===== src/rtl/emif_shim_rsp_buf.sv =====
// emif_shim_rsp_buf: credit-gated read-response buffer between a command
// source and an EMIF whose read-data beats cannot be stalled.
//   clk, rst            : clock, asynchronous active-high reset
//   cmd_in_*            : upstream command (valid/ready, read flag, burst)
//   cmd_out_valid/ready : command forwarded to the EMIF
//   emif_rdata_valid/_  : unstallable read beats from the EMIF
//   rsp_valid/data/ready: first-word-fall-through response stream
//   credits             : entries neither stored nor reserved by reads in flight
//   err_ovf, err_spur   : sticky overflow / unsolicited-beat flags
module emif_shim_rsp_buf #(
    parameter int unsigned P_WIDTH   = 10,
    parameter int unsigned P_DEPTH   = 16,
    parameter int unsigned P_BURST_W = 4
) (
    input  logic                         clk,
    input  logic                         rst,
    input  logic                         cmd_in_valid,
    input  logic                         cmd_in_read,
    input  logic [P_BURST_W-1:0]         cmd_in_burst,
    output logic                         cmd_in_ready,
    output logic                         cmd_out_valid,
    input  logic                         cmd_out_ready,
    input  logic                         emif_rdata_valid,
    input  logic [P_WIDTH-1:0]           emif_rdata,
    output logic                         rsp_valid,
    output logic [P_WIDTH-1:0]           rsp_data,
    input  logic                         rsp_ready,
    output logic [$clog2(P_DEPTH):0]     credits,
    output logic                         err_ovf,
    output logic                         err_spur
);

    localparam int unsigned AW = $clog2(P_DEPTH);
    localparam int unsigned CW = AW + 1;
    // Common width wide enough for either the burst or the credit count.
    localparam int unsigned SW = ((CW > P_BURST_W) ? CW : P_BURST_W) + 1;

    logic [CW-1:0]        out_q;
    logic [CW-1:0]        occ_q;
    logic [AW-1:0]        rd_ptr;
    logic [AW-1:0]        wr_ptr;
    logic [P_WIDTH-1:0]   mem [P_DEPTH];

    logic [P_BURST_W-1:0] burst_eff;
    logic                 allow;
    logic                 acc;
    logic                 pop;
    logic                 push;
    logic                 dec;
    logic                 bypass;
    logic [CW-1:0]        out_nxt;
    logic [CW-1:0]        occ_nxt;

    // Credit check, handshakes and next counter values.
    always_comb begin
        burst_eff     = (cmd_in_burst == '0) ? P_BURST_W'(1) : cmd_in_burst;
        allow         = ~cmd_in_read | (SW'(burst_eff) <= SW'(credits));
        cmd_in_ready  = cmd_out_ready & allow & ~rst;
        cmd_out_valid = cmd_in_valid & allow & ~rst;
        acc           = cmd_in_valid & cmd_in_ready & cmd_in_read;
        pop           = rsp_valid & rsp_ready;
        push          = emif_rdata_valid & ((occ_q < CW'(P_DEPTH)) | pop);
        dec           = emif_rdata_valid & (out_q != '0);
        // Head register loads the incoming beat when it becomes the new head.
        bypass        = push & ((occ_q == '0) | (pop & (occ_q == CW'(1))));
        out_nxt       = out_q + (acc ? CW'(burst_eff) : '0) - (dec ? CW'(1) : '0);
        occ_nxt       = occ_q + CW'(push) - CW'(pop);
    end

    // Counters, pointers, status and error flags.
    always_ff @(posedge clk or posedge rst) begin
        if (rst) begin
            out_q     <= '0;
            occ_q     <= '0;
            rd_ptr    <= '0;
            wr_ptr    <= '0;
            rsp_valid <= 1'b0;
            credits   <= CW'(P_DEPTH);
            err_ovf   <= 1'b0;
            err_spur  <= 1'b0;
        end else begin
            out_q     <= out_nxt;
            occ_q     <= occ_nxt;
            rsp_valid <= (occ_nxt != '0);
            credits   <= CW'(P_DEPTH) - (out_nxt + occ_nxt);
            if (push) wr_ptr <= wr_ptr + AW'(1);
            if (pop)  rd_ptr <= rd_ptr + AW'(1);
            if (emif_rdata_valid & ~push)       err_ovf  <= 1'b1;
            if (emif_rdata_valid & ~dec)        err_spur <= 1'b1;
        end
    end

    // Beat storage; contents are don't-care until written.
    always_ff @(posedge clk) begin
        if (push) mem[wr_ptr] <= emif_rdata;
    end

    // Registered head of the FIFO, held while not popped.
    always_ff @(posedge clk) begin
        if (bypass)   rsp_data <= emif_rdata;
        else if (pop) rsp_data <= mem[rd_ptr + AW'(1)];
    end

endmodule


===== config.mk =====
export PLATFORM = sky130hd
export DESIGN_NAME = emif_shim_rsp_buf
export DESIGN_NICKNAME = d
export VERILOG_FILES = /design/src/rtl/emif_shim_rsp_buf.sv
export SDC_FILE = /design/constraint.sdc
export NUM_CORES = 1
export LEC_CHECK = 0
export ABC_CLOCK_PERIOD_IN_PS = 4300
export CORE_MARGIN = 1
export CORE_UTILIZATION = 54
export DETAILED_ROUTE_END_ITERATION = 7
export HOLD_SLACK_MARGIN = 0.1
export PLACE_DENSITY_LB_ADDON = 0.1
export SKIP_CTS_REPAIR_TIMING = 1
export SLEW_MARGIN = 10
export SYNTH_ARGS = -nofsm -noshare
export SYNTH_HDL_FRONTEND = slang
export SYNTH_SLANG_ARGS = --single-unit

===== constraint.sdc =====
create_clock -name clk -period 4.3 [get_ports clk]
set_clock_uncertainty 0.1 [all_clocks]
set_input_delay 0.86 -clock clk [delete_from_list [all_inputs] [get_ports clk]]
set_output_delay 0.86 -clock clk [all_outputs]
set_load 0.02 [all_outputs]

==> reports/qor.log, run 1 <==
qor: sta.layout_min_cycle_time 4.20 ns
qor: route.drt_first_pass_iters 4
qor: logic_synthesis.yosysUniqueCellTypes 50
qor: logic_synthesis.synth.yosys.warnings 0
qor: power_and_ir_drop.power_density 798 nW/µm²
qor: route.route.layer.met1.wl 7330 µm
qor: layout.layout-drive-gt1-share 21.5%
qor: layout.seq_area 5760 µm²
qor: route.wl_met3 858 µm
qor: clock_tree.worstSkewPairLatency 0.43 ns
qor: setup_path.critical_path_class input pin to flop
qor: route.ant_nets 0
qor: global_routing.grt_antenna_before_repair 0
qor: die.die_area 16100 µm²
qor: layout.fill_cell_total_of_the_finished_layout 1098
qor: route.dr_total_vias 4382
qor: sta.timing.final.setup_violations 0
qor: logic_synthesis.post_synth_inst_count 483
qor: route.drt_iter0_drc 286
qor: worst_hold_path.endpoint_worst_hold err_spur
qor: place.gp_routability_congestion 0.801
qor: clock_tree.cts_max_path_buffers 2
qor: die.die_width 127 µm
qor: setup_path.worstReg2RegStart credits[1]
qor: clock_tree.cts_tree done
qor: sta.slew_headroom 52.1%
qor: status.outcome completed
qor: setup_path.timing.critical_path.arrival 4.46 ns
qor: power_and_ir_drop.power 7.86 mW
qor: setup_path.regToRegSetupSlack 0.18 ns
qor: power_and_ir_drop.cellLeakagePower 3.56 nW
qor: logic_synthesis.ys_dominant_reg_cell sky130_fd_sc_hd__edfxtp_1
qor: route.wirelength 16300 µm
qor: clock_tree.htree_levels 4
qor: logic_synthesis.ys_async_sr_fraction 13.3%
qor: global_routing.remaining_global_route_overflow 0
qor: setup_path.worst_r2r_path_depth 19
qor: logic_synthesis.netlist_area 8440 µm²
qor: route.post-route-drc-count 0
qor: logic_synthesis.synth.avg_cell_area 17.5 µm²
qor: logic_synthesis.yosysTopAreaCellShare 60.5%
qor: setup_path.timing.critical_path.fanout_max 4
qor: logic_synthesis.synth_top_cell_by_area sky130_fd_sc_hd__edfxtp_1
qor: setup_path.worst_setup_path_start_kind input pin
qor: logic_synthesis.count_of_flip_flops_with_a_built_in_enable_after_synthesis 170
qor: power_and_ir_drop.vdd_drop_max 0.690 mV
qor: layout.mostFrequentLayoutCells sky130_fd_sc_hd__edfxtp_1, sky130_fd_sc_hd__buf_4, sky130_fd_sc_hd__inv_1, sky130_fd_sc_hd__clkdlybuf4s50_1, sky130_fd_sc_hd__ha_1
qor: sta.finalHoldViolCount 0
qor: global_routing.grt_start_max_net_pins 42
qor: worst_hold_path.hold-path-cell-count 1
qor: place.total_half_perimeter_wirelength_after_legalization_and_detailed_placement 10500 µm
qor: worst_hold_path.holdCritStartpoint err_spur
qor: sta.final_critical_path_setup_slack 0.104 ns
qor: clock_tree.numCtsBuffers 17
qor: setup_path.critical_path_required 4.56 ns
qor: clock_tree.clock_transition_at_the_register_clock_pins_on_the_worst_setup_and_hold_paths_after_cts 0.06 ns
qor: die.die_h 127 µm
qor: sta.rsz_0062_raised_after_global_routing true
qor: flow_run.max_cap_violations 0
qor: layout.multiInputGateArea 2370 µm²
qor: route.top_signal_layer_used met4
qor: place.worst_slack_after_detailed_placement -0.776 ns
qor: logic_synthesis.yosys-top-cells-area sky130_fd_sc_hd__edfxtp_1, sky130_fd_sc_hd__dfrtp_1, sky130_fd_sc_hd__mux4_2, sky130_fd_sc_hd__mux4_1, sky130_fd_sc_hd__ha_1
qor: clock_tree.cts_sinks 196
qor: global_routing.first_global_vias 4658
qor: die.core 15200 µm²
qor: layout.nets 618
qor: layout.layout_commonest_cell sky130_fd_sc_hd__edfxtp_1
qor: sta.timing.setup.tns 0 ns
qor: route.routedWlPerCell 21.3 µm
qor: setup_path.timing.critical_path.to_type flop
qor: route.vias_per_cell 5.73
qor: place.placement.io_buffers 40
qor: global_routing.wire_length_of_the_first_global_routing_pass 25900 µm
qor: sta.final.period_utilization 97.6%
qor: worst_hold_path.holdCritPathClass flop to flop
qor: die.floorplan.initialDensity 55.5%
qor: logic_synthesis.yosysSeqAreaShare 68.2%
qor: die.io_pins 41
qor: clock_tree.clockRootBuffer sky130_fd_sc_hd__clkbuf_16
qor: layout.syn2layout_area_growth 16.7%
qor: logic_synthesis.yosys_register_bits 196
qor: route.routed-wl-met2 7950 µm
qor: logic_synthesis.synthesis.nets 537
qor: global_routing.groute.usage.overall 22.5%
qor: layout.n_antenna_cell 0
qor: setup_path.worstReg2RegEnd credits[4]
qor: sta.max_clock_freq 238 MHz
qor: sta.drv_slew 0
qor: sta.max_slew.worst_pin.slew 0.719 ns
qor: die.rows 45
kinds of logic (layout without fill, tap and decap cells):
group / Yosys count / in the layout / synth area share [%]
flip-flops: 196 / 196 / 68.2
adder cells (fa/ha/maj): 33 / 33 / 5.16
buffers and inverters: 77 / 171 / 4.59
multiplexers: 41 / 41 / 11.5
XOR/XNOR: 18 / 18 / 1.87
AO/OA/AOI/OAI: 54 / 54 / 4.98
AND/OR/NAND/NOR: 64 / 64 / 3.69
critical path, cell delays in order:
cell and delay (ns):
sky130_fd_sc_hd__buf_8 0.09, sky130_fd_sc_hd__nor3_4 0.03, sky130_fd_sc_hd__nor2_2 0.13, sky130_fd_sc_hd__ha_2 0.18, sky130_fd_sc_hd__nor2b_1 0.04, sky130_fd_sc_hd__o21a_1 0.17
sky130_fd_sc_hd__o21a_1 0.19, sky130_fd_sc_hd__o2111ai_2 0.24, sky130_fd_sc_hd__nand3_1 0.12, sky130_fd_sc_hd__ha_1 0.30, sky130_fd_sc_hd__inv_2 0.04, sky130_fd_sc_hd__ha_4 0.15
sky130_fd_sc_hd__fa_2 0.36, sky130_fd_sc_hd__xnor2_2 0.16, sky130_fd_sc_hd__ha_1 0.32, sky130_fd_sc_hd__ha_1 0.31, sky130_fd_sc_hd__a21o_1 0.19, sky130_fd_sc_hd__a21oi_2 0.14
sky130_fd_sc_hd__xnor2_1 0.14, sky130_fd_sc_hd__xnor2_1 0.15, sky130_fd_sc_hd__xnor2_1 0.14
sequential cells by signal, summed over array words and instances, names as in the netlist:
register	count
credits	5
err_ovf	1
err_spur	1
mem	160
occ_q	5
out_q	5
rd_ptr	4
rsp_data	10
rsp_valid	1
wr_ptr	4
final cells by class:
type                            count  share of cell area (%)
Multi-Input combinational cell    210                    24.1
Sequential cell                   196                    58.4
Clock inverter                     15                    1.24
Inverter                           58                    2.21
Timing Repair Buffer               81                    7.29
Tap cell                          188                    2.39
Clock buffer                       17                    4.32
worst max path at each step:
| stage | start | endpoint | slack, ns | depth (start not counted) |
|---|---|---|---|---|
| 3_5_place_dp | cmd_in_burst[1] | credits[4] | -0.78 | 21 |
| 6_report | cmd_in_burst[1] | credits[4] | 0.10 | 21 |
| 4_1_cts | cmd_in_burst[1] | credits[4] | -0.32 | 21 |
| 5_1_grt | cmd_in_burst[1] | credits[4] | -0.07 | 21 |
| 2_1_floorplan | cmd_in_burst[1] | credits[4] | -0.13 | 19 |
| 3_3_place_gp | cmd_in_burst[1] | credits[4] | -0.64 | 21 |
power breakdown:
group / switching (mW) / leakage (nW) / internal, mW / total (mW)
sequential: 0.178 / 1.84 / 2.46 / 2.64
combinational: 1.95 / 1.46 / 1.80 / 3.75
clock: 0.715 / 0.263 / 0.754 / 1.47
total: 2.84 / 3.56 / 5.02 / 7.86
layer usage:
layer,track usage (%),vias up
li1,-,2022
met5,0,-
met1,30.6,2216
met2,36.6,125
met3,4.73,19
met4,7.56,0
metrics by stage:
step	util [%]	cell area [µm²]	hold slack, ns	instances
2_1_floorplan	-	8480	0.402	483
3_3_place_gp	60.7	9220	0.336	729
3_5_place_dp	60.7	9220	0.349	729
4_1_cts	64.3	9770	0.364	761
5_1_grt	64.8	9850	0.387	765
6_report	64.8	9850	0.359	765
Yosys cell counts (3+ instances only):
library cell                    instances
sky130_fd_sc_hd__a21o_1                 5
sky130_fd_sc_hd__a21oi_1                6
sky130_fd_sc_hd__a221oi_1               8
sky130_fd_sc_hd__buf_2                  4
sky130_fd_sc_hd__clkbuf_1               4
sky130_fd_sc_hd__clkinv_1              16
sky130_fd_sc_hd__dfrtp_1               25
sky130_fd_sc_hd__dlygate4sd1_1          3
sky130_fd_sc_hd__edfxtp_1             170
sky130_fd_sc_hd__fa_1                   3
sky130_fd_sc_hd__ha_1                  30
sky130_fd_sc_hd__inv_1                 42
sky130_fd_sc_hd__mux4_1                16
sky130_fd_sc_hd__mux4_2                24
sky130_fd_sc_hd__nand2_1               20
sky130_fd_sc_hd__nand4_1                7
sky130_fd_sc_hd__nor2_1                14
sky130_fd_sc_hd__nor2b_1                4
sky130_fd_sc_hd__nor3_1                 7
sky130_fd_sc_hd__o21ai_1               10
sky130_fd_sc_hd__o22ai_1               10
sky130_fd_sc_hd__xnor2_1               15
sky130_fd_sc_hd__xor2_1                 3
Note: power is estimated with default switching activity, not from simulation.
==> run 2: changes to the inputs <==
- CTS_CLUSTER_SIZE: not set -> 14
==> results of run 2 <==
Final layout, timing and power as in run 1 (identical DEF).
==> run 3: changes to the inputs <==
- ABC_CLOCK_PERIOD_IN_PS: 4300 -> 4500
- CORE_UTILIZATION: 54 -> 60
- SKIP_LAST_GASP: not set -> 1
- clock period: 4.3 -> 4.5 ns (I/O delays scaled with it)
==> reports/qor.log, run 3 (synthesized netlist as in run 1, its figures left out) <==
qor: status.outcome completed
qor: route.routedWlPerCell 21.9 µm
qor: global_routing.first_global_vias 4613
qor: sta.timing.final.setup_violations 0
qor: place.gp_routability_congestion 0.838
qor: layout.nets 611
qor: route.dr_total_vias 4382
qor: setup_path.timing.critical_path.to_type flop
qor: place.placement.io_buffers 40
qor: flow_run.max_cap_violations 0
qor: sta.slew_headroom 48.5%
qor: clock_tree.worstSkewPairLatency 0.43 ns
qor: clock_tree.clock_transition_at_the_register_clock_pins_on_the_worst_setup_and_hold_paths_after_cts 0.06 ns
qor: sta.final.period_utilization 96.3%
qor: global_routing.groute.usage.overall 24.8%
qor: sta.drv_slew 0
qor: setup_path.critical_path_class input pin to flop
qor: power_and_ir_drop.power 7.62 mW
qor: setup_path.critical_path_required 4.76 ns
qor: die.die_area 14500 µm²
qor: die.io_pins 41
qor: sta.max_clock_freq 231 MHz
qor: layout.reg_top3 mem: 160 flops, rsp_data: 10 flops
qor: layout.syn2layout_area_growth 16.1%
qor: route.post-route-drc-count 0
qor: setup_path.worst_setup_path_startpoint cmd_in_burst[1]
qor: place.total_half_perimeter_wirelength_after_legalization_and_detailed_placement 10500 µm
qor: place.worst_slack_after_detailed_placement -0.703 ns
qor: global_routing.remaining_global_route_overflow 0
qor: sta.max_slew.worst_pin.slew 0.772 ns
qor: sta.layout_min_cycle_time 4.34 ns
qor: global_routing.wire_length_of_the_first_global_routing_pass 25500 µm
qor: place.place_inst 712
qor: setup_path.regToRegSetupSlack 0.30 ns
qor: global_routing.grt_start_max_net_pins 42
qor: clock_tree.cts_max_path_buffers 2
qor: layout.largest-register mem
qor: power_and_ir_drop.cellLeakagePower 3.55 nW
qor: setup_path.worst_r2r_path_depth 19
qor: layout.layout-drive-gt1-share 19.9%
qor: die.floorplan.initialDensity 62.5%
qor: layout.layout_commonest_cell sky130_fd_sc_hd__edfxtp_1
qor: setup_path.critical_path.endpoint credits[4]
qor: die.rows 42
qor: layout.n_antenna_cell 0
qor: clock_tree.clockRootBuffer sky130_fd_sc_hd__clkbuf_16
qor: route.drt_iter0_drc 417
qor: worst_hold_path.holdCritStartpoint err_spur
qor: layout.mostFrequentLayoutCells sky130_fd_sc_hd__edfxtp_1, sky130_fd_sc_hd__inv_1, sky130_fd_sc_hd__clkdlybuf4s50_1, sky130_fd_sc_hd__buf_4, sky130_fd_sc_hd__ha_1
qor: route.drt_first_pass_iters 4
qor: clock_tree.cts_tree done
qor: die.core 13500 µm²
qor: sta.final_critical_path_setup_slack 0.164 ns
qor: worst_hold_path.holdCritPathClass flop to flop
qor: die.die_width 121 µm
qor: global_routing.grt_antenna_before_repair 0
qor: layout.final_cell_area 9800 µm²
qor: setup_path.timing.critical_path.arrival 4.59 ns
qor: layout.flip_flop_count_of_the_largest_register_all_copies_and_words_added 160
qor: clock_tree.numCtsBuffers 17
qor: setup_path.worstReg2RegEnd credits[4]
qor: setup_path.worst_setup_path_start_kind input pin
qor: power_and_ir_drop.power_density 777 nW/µm²
qor: die.die_h 121 µm
qor: sta.finalHoldViolCount 0
qor: clock_tree.htree_levels 4
qor: layout.stdcell_count 745
qor: route.wirelength 16300 µm
qor: place.placed_area 9160 µm²
qor: layout.post_layout_util 72.5%
qor: route.vias_per_cell 5.88
qor: setup_path.worstReg2RegStart credits[1]
qor: route.ant_nets 0
qor: setup_path.timing.critical_path.fanout_max 4
qor: clock_tree.cts_sinks 196
qor: power_and_ir_drop.vdd_drop_max 0.715 mV
==> run 3: changes by cell type in the layout (fill, tap and decap cells not counted), moves of 2 or more <==
cell                        delta
sky130_fd_sc_hd__buf_4         -6
sky130_fd_sc_hd__bufinv_16     +3
sky130_fd_sc_hd__clkinv_4      -3
sky130_fd_sc_hd__buf_6         -2
sky130_fd_sc_hd__clkbuf_2      +2
sky130_fd_sc_hd__inv_1         +2
sky130_fd_sc_hd__inv_2         -2
==> run 3: routing by layer <==
metal,GRT usage (%),vias to the layer above,routed length [µm]
met4,7.87,0,223
met3,5.19,17,875
met2,40.4,134,8160
met5,0,-,0
met1,34.0,2227,7080
li1,-,2004,-
==> run 3: worst min path at each step <==
stage           endpoint  slack, ns  cells after the start
6_report        err_spur       0.36                      1
5_1_grt          err_ovf       0.40                      1
4_1_cts         err_spur       0.37                      1
3_5_place_dp    err_spur       0.35                      1
3_3_place_gp    err_spur       0.34                      1
2_1_floorplan  rd_ptr[3]       0.40                      1
==> run 3: area by class of cell <==
class                   count  area (µm²)
multi-input cells         210        2350
clock inverters            14         176
well taps                 176         220
inverters                  58         218
repair buffers             74         646
clock buffers              17         425
fillers                   848        3710
flip-flops and latches    196        5760
==> run 3: worst max-delay path: stages <==
cell and delay (ns):
sky130_fd_sc_hd__buf_4 0.11, sky130_fd_sc_hd__nor3_1 0.07, sky130_fd_sc_hd__nor2_2 0.14, sky130_fd_sc_hd__ha_2 0.18
sky130_fd_sc_hd__nor2b_1 0.05, sky130_fd_sc_hd__o21a_1 0.19, sky130_fd_sc_hd__o21a_1 0.19, sky130_fd_sc_hd__o2111ai_2 0.25
sky130_fd_sc_hd__nand3_1 0.11, sky130_fd_sc_hd__ha_1 0.29, sky130_fd_sc_hd__inv_1 0.04, sky130_fd_sc_hd__ha_2 0.17
sky130_fd_sc_hd__fa_2 0.37, sky130_fd_sc_hd__xnor2_2 0.16, sky130_fd_sc_hd__ha_1 0.32, sky130_fd_sc_hd__ha_1 0.29
sky130_fd_sc_hd__a21o_1 0.17, sky130_fd_sc_hd__a21oi_2 0.14, sky130_fd_sc_hd__xnor2_1 0.14, sky130_fd_sc_hd__xnor2_1 0.16
sky130_fd_sc_hd__xnor2_1 0.14
==> run 3: metrics by stage <==
stage | TNS [ns] | hold WS [ns]
final | 0 | 0.365
after global routing | -0.0240 | 0.402
after CTS | -0.255 | 0.365
after detailed placement | -1.53 | 0.348
after global placement | -1.03 | 0.341
after floorplan | 0 | 0.402
==> run 3: power breakdown <==
group,leakage [nW],internal [mW],switching [mW]
Clock,0.292,0.882,0.659
Sequential,1.84,2.35,0.155
Combinational,1.42,1.71,1.86
Total,3.55,4.94,2.67
